### config.mk
export PLATFORM = sky130hd
export DESIGN_NAME = nf_axis_keep_count
export DESIGN_NICKNAME = d
export VERILOG_FILES = /design/src/rtl/nf_axis_chk_pkg.sv /design/src/rtl/nf_axis_keep_count.sv
export SDC_FILE = /design/constraint.sdc
export NUM_CORES = 1
export LEC_CHECK = 0
export CAP_MARGIN = 0
export CORE_AREA = 5 5 42 44
export DETAILED_ROUTE_END_ITERATION = 10
export DIE_AREA = 0 0 47 49
export PLACE_DENSITY = 0.5
export SYNTH_ARGS = -nofsm -noshare
export SYNTH_HDL_FRONTEND = slang
export SYNTH_SLANG_ARGS = --single-unit
### constraint.sdc
create_clock -name vclk -period 5.4
set_input_delay 0.81 -clock vclk [all_inputs]
set_output_delay 0.81 -clock vclk [all_outputs]
set_load 0.005 [all_outputs]
### src/rtl/nf_axis_chk_pkg.sv
// Shared definitions for the AXI4-Stream packet checker.
// Latency: n/a (types, constants and one helper function only).
// Backpressure: n/a.
//
// Contents: FSM state encoding, per-packet context struct, LFSR seed/taps,
// tuser length-field bounds and error-counter saturation value.
package nf_axis_chk_pkg;

    typedef enum logic {
        ST_IDLE = 1'b0,     // waiting for the first beat of a packet
        ST_BODY = 1'b1      // inside a multi-beat packet
    } chk_state_t;

    // Packet length travels in tuser[15:0] on the first beat.
    localparam int TUSER_LEN_LSB = 0;
    localparam int TUSER_LEN_MSB = 15;

    localparam logic [15:0] ERR_CNT_MAX = 16'hFFFF;

    // 16-bit Fibonacci LFSR, taps 16,14,13,11. Right-shifting form:
    // those taps land on bits 0,2,3,5 of the current state.
    localparam logic [15:0] LFSR_SEED     = 16'hACE1;
    localparam logic [15:0] LFSR_TAP_MASK = 16'h002D;

    // Context carried from one beat of a packet to the next.
    typedef struct packed {
        logic [15:0] len_exp;   // length latched from the first beat
        logic [15:0] byte_off;  // bytes accepted so far in this packet
        logic        data_bad;  // a payload/keep error has been seen
    } pkt_ctx_t;

    function automatic logic [15:0] lfsr_next(input logic [15:0] s);
        return {^(s & LFSR_TAP_MASK), s[15:1]};
    endfunction

endpackage

### src/rtl/nf_axis_keep_count.sv
// tkeep analysis: byte count (popcount) plus contiguity and all-ones flags.
// Latency: purely combinational, zero cycles.
// Backpressure: none; stateless.
//
// Ports: keep (lane enables, LSB = byte 0) -> byte_cnt, contig (keep is a
// run of ones starting at bit 0, including all-zero), all_ones.
module nf_axis_keep_count
    import nf_axis_chk_pkg::*;
#(
    parameter int KEEP_W = 8,
    parameter int CNT_W  = $clog2(KEEP_W + 1)
) (
    input  logic [KEEP_W-1:0] keep,
    output logic [CNT_W-1:0]  byte_cnt,
    output logic              contig,
    output logic              all_ones
);

    logic [KEEP_W-1:0] keep_p1;

    // A value of the form 0..01..1 has no bit in common with itself + 1.
    assign keep_p1  = keep + {{(KEEP_W-1){1'b0}}, 1'b1};
    assign contig   = ((keep & keep_p1) == '0);
    assign all_ones = &keep;

    always_comb begin
        byte_cnt = '0;
        for (int i = 0; i < KEEP_W; i++) begin
            byte_cnt = byte_cnt + CNT_W'(keep[i]);
        end
    end

endmodule

---- Word-level counts from Yosys, hierarchy flattened ----
Index checks and enable logic that the tools add are counted.
word-level totals
  register bits after elaboration ......... 0
operators by class
  add/subtract/negate cells ............... 8
  bitwise gates (word level) .............. 1
  reduce and logical (&&, ||, !) cells .... 2
operators with widths
  cell                                         count
  adder 4 x 1 -> 4 bit                         4
  adder 8 x 1 -> 8 bit, second input constant  1
  AND 8 bit                                    1
  zero test 8 bit                              1
  AND reduction 8 bit                          1
  adder 3 x 1 -> 4 bit                         1
  adder 2 x 1 -> 3 bit                         1
  adder 1 x 1 -> 2 bit                         1

---- Longest topological paths before layout ----
  word-level depth ........................ 7
  mapped depth ............................ 9
  depth with buffers taken out ............ 9

---- Worst setup path before layout ----
No wires, ideal clock.
  path type ............................... input-to-output
  start point ............................. input port keep[0]
  end point ............................... output port byte_cnt[2]
  data arrival time ....................... 3.037 ns
  required time ........................... 4.590 ns
  slack ................................... 1.553 ns
  cell stages on the path ................. 9
  buffers on the path ..................... 0
  cell sequence ........................... fa_1 -> inv_1 -> fa_1 -> fa_1 -> inv_1 -> ha_1 -> inv_1 -> fa_1 -> xnor2_1
between the ends
  cells in the longest elaborated chain, start to end .. 7
ends and longest elaborated chain
  element                            RTL line                  source
  start: declaration                 nf_axis_keep_count.sv:13  input logic [KEEP_W-1:0] keep,
  adder 1 x 1 -> 2 bit               nf_axis_keep_count.sv:29  byte_cnt = byte_cnt + CNT_W'(keep[i]);
  adder 2 x 1 -> 3 bit               nf_axis_keep_count.sv:29
  adder 3 x 1 -> 4 bit               nf_axis_keep_count.sv:29
  adder 4 x 1 -> 4 bit (4 in a row)  nf_axis_keep_count.sv:29
  end: declaration                   nf_axis_keep_count.sv:14  output logic [CNT_W-1:0] byte_cnt,
No other way between the ends.

---- Worst setup path in the final report ----
Ends and elaborated chain as after synthesis.

==> results.sh <==
export IMPL_synthAdderAreaFrac_pct=53.8
export IMPL_final_area_um2=425
export IMPL_cts_resized=0
export IMPL_slew_viol_final=0
export IMPL_layout_drive_gt1_share_pct=4.26
export IMPL_combPwrFrac_pct=100.0
export IMPL_synth_compound_area_share_pct=11.3
export IMPL_cp_arrival_ns=4.13
export IMPL_drt_iter0_drc=2
export IMPL_synthMuxAreaShare_pct=0
export IMPL_fin_crit_ns=4.94
export IMPL_setup_viol_count_final=0
export IMPL_max_freq_mhz=202
export IMPL_dieHeight_um=49
export IMPL_grt_use_total_pct=5.07
export IMPL_final_hold_viol_count=0
export IMPL_first_pass_iters=3
export IMPL_synthTopCellsByArea="fa_1 (30%), ha_1 (24%), inv_1 (17%)"
export IMPL_cp_cell_sequence="clkdlybuf4s50_1 > fa_1 > inv_1 > fa_1 > fa_1 > inv_1 > ha_1 > inv_1 > fa_1 > xnor2_1 > clkdlybuf4s50_1"
export IMPL_crit_path_end_kind="output pin"
export IMPL_tightestPinTransition_ns=0.245
export IMPL_rsz0062_at_grt="false"
export IMPL_final_antenna_net_count=0
export IMPL_cp_num_buf_inv=5
export IMPL_grt_pass1_vias=247
export IMPL_hold_buffers=0
export IMPL_crit_family="adder cells"
export IMPL_drc_errors=0
export IMPL_die_width_um=47
export IMPL_hpwl_um=508
export IMPL_grt_pass1_wl_um=972
export IMPL_finalCritPeriodShare_pct=91.5
export IMPL_dpl_cell_area_um2=425
export IMPL_critPathSlowestCell="fa_1"
export IMPL_cellInternalPower_uw=39.6
export IMPL_crit_path_start_kind="primary input"
export IMPL_power_leakage_nw=0.204
export IMPL_antenna_found_initial=0
export IMPL_p_per_area_nw_per_um2=155
export IMPL_synthCells=33
export IMPL_ys_types=13
export IMPL_setup_tns_ns=0
export IMPL_design_seq_count=0
export IMPL_clkbuf_count=0
export IMPL_synth_nets=50
export IMPL_required_ns=4.59
export IMPL_critPathMostFrequentCell="fa_1"
export IMPL_total_power_uw=65.7
export IMPL_p_seq_share_pct=0
export IMPL_area_growth_pct=60.4
export IMPL_clkPwrFrac_pct=0
export IMPL_io_buffers=14
export IMPL_yosysTopAreaCell="fa_1"
export IMPL_netSwitchingPower_uw=26.1
export IMPL_seq_area_um2=0
export IMPL_grt_max_degree=5
export IMPL_ys_warn_count=0
export IMPL_synth_xor_area_share_pct=3.30
export IMPL_post_drt_via_cell_ratio=3.76
export IMPL_slew_limit_headroom_pct=83.5
export IMPL_fill_cells=163
export IMPL_die_area_um2=2300
export IMPL_syn_area_per_cell_um2=8.04
export IMPL_core_um2=1400
export IMPL_whs_ns=2.63
export IMPL_routabilityCongestion=0.653
export IMPL_initial_core_util_pct=18.9
export IMPL_via_count=237
export IMPL_ios=14
export IMPL_num_rows=14
export IMPL_crit_fanout=4
export IMPL_peakVddDrop_mv=0.0594
export IMPL_switching_share_pct=39.7
export IMPL_cts_setup_buffers=0
export IMPL_post_drt_wl_per_cell_um=8.65
export IMPL_run_status="finished, final reports clean"
export IMPL_nNetsFinal=66
export IMPL_synth_top_family_by_area="adder cells"
export IMPL_wl_um=545
export IMPL_grt_overflow=0
export IMPL_critical_path_class="primary input to output pin"
export IMPL_synth_simple_gate_area_share_pct=13.2
export IMPL_antenna_cells=0
export IMPL_synth_top_area_share_pct=30.2
export IMPL_synth_seq_area_share_pct=0
export IMPL_syn_area_um2=265
export IMPL_slowest_delay_ns=0.57
export IMPL_cap_violations=0
export IMPL_min_path_type="primary input to output pin"
## synthesized netlist by cell type, drive strengths merged
master	number
nor2b	1
inv	13
nand2	1
xnor2	1
and3	1
ha	5
o21ai	2
nand4	2
a21oi	1
nor4	1
fa	4
a221oi	1
## per-stage QoR
step                util (%)  worst slack [ns]  instances
CTS                     30.4             0.440         63
floorplan                  -              1.55         33
detailed placement      30.4             0.449         63
global route            30.4             0.310         63
finish                  30.4             0.461         63
global placement        30.4             0.476         63
## power groups by stage
stage	clock [mW]	sequential, mW	combinational [mW]
after floorplan	0	0	0.0314
after global placement	0	0	0.0668
after detailed placement	0	0	0.0669
after CTS	0	0	0.0675
after global routing	0	0	0.0763
final	0	0	0.0657
## cell usage in the layout, fill, tap and decap left out, drive strengths merged
cell type      instances
ha                     5
and3                   1
nor2b                  1
nand4                  2
fa                     4
xnor2                  1
o21ai                  2
a221oi                 1
clkdlybuf4s50         14
nor4                   1
inv                   13
a21oi                  1
nand2                  1
## path summary, 6_finish.rpt
kind,from,to,cells past startpoint
setup / recovery,keep[0],byte_cnt[2],11
hold / removal,keep[7],all_ones,4
## layout make-up
cell class | count | area (um2) | share of cell area (%)
tap | 16 | 20.0 | 4.71
inverter | 13 | 48.8 | 11.5
multi-input combinational | 20 | 216 | 50.9
timing repair buffer | 14 | 140 | 32.9
## kinds of logic (layout without fill, tap and decap cells)
family          count (synthesis)  after routing
compound gates                  4              4
xor+xnor                        1              1
fa+ha+maj                       9              9
buf+inv                        13             27
simple gates                    6              6
## per-layer routing
layer / track usage (%) / routed length, um / vias up
met5: 0 / 0 / -
met4: 0 / 0 / 0
met3: 0.738 / 48 / 0
met2: 8.14 / 233 / 8
met1: 7.49 / 262 / 97
li1: - / - / 132
(Power assumes the default switching activity.)
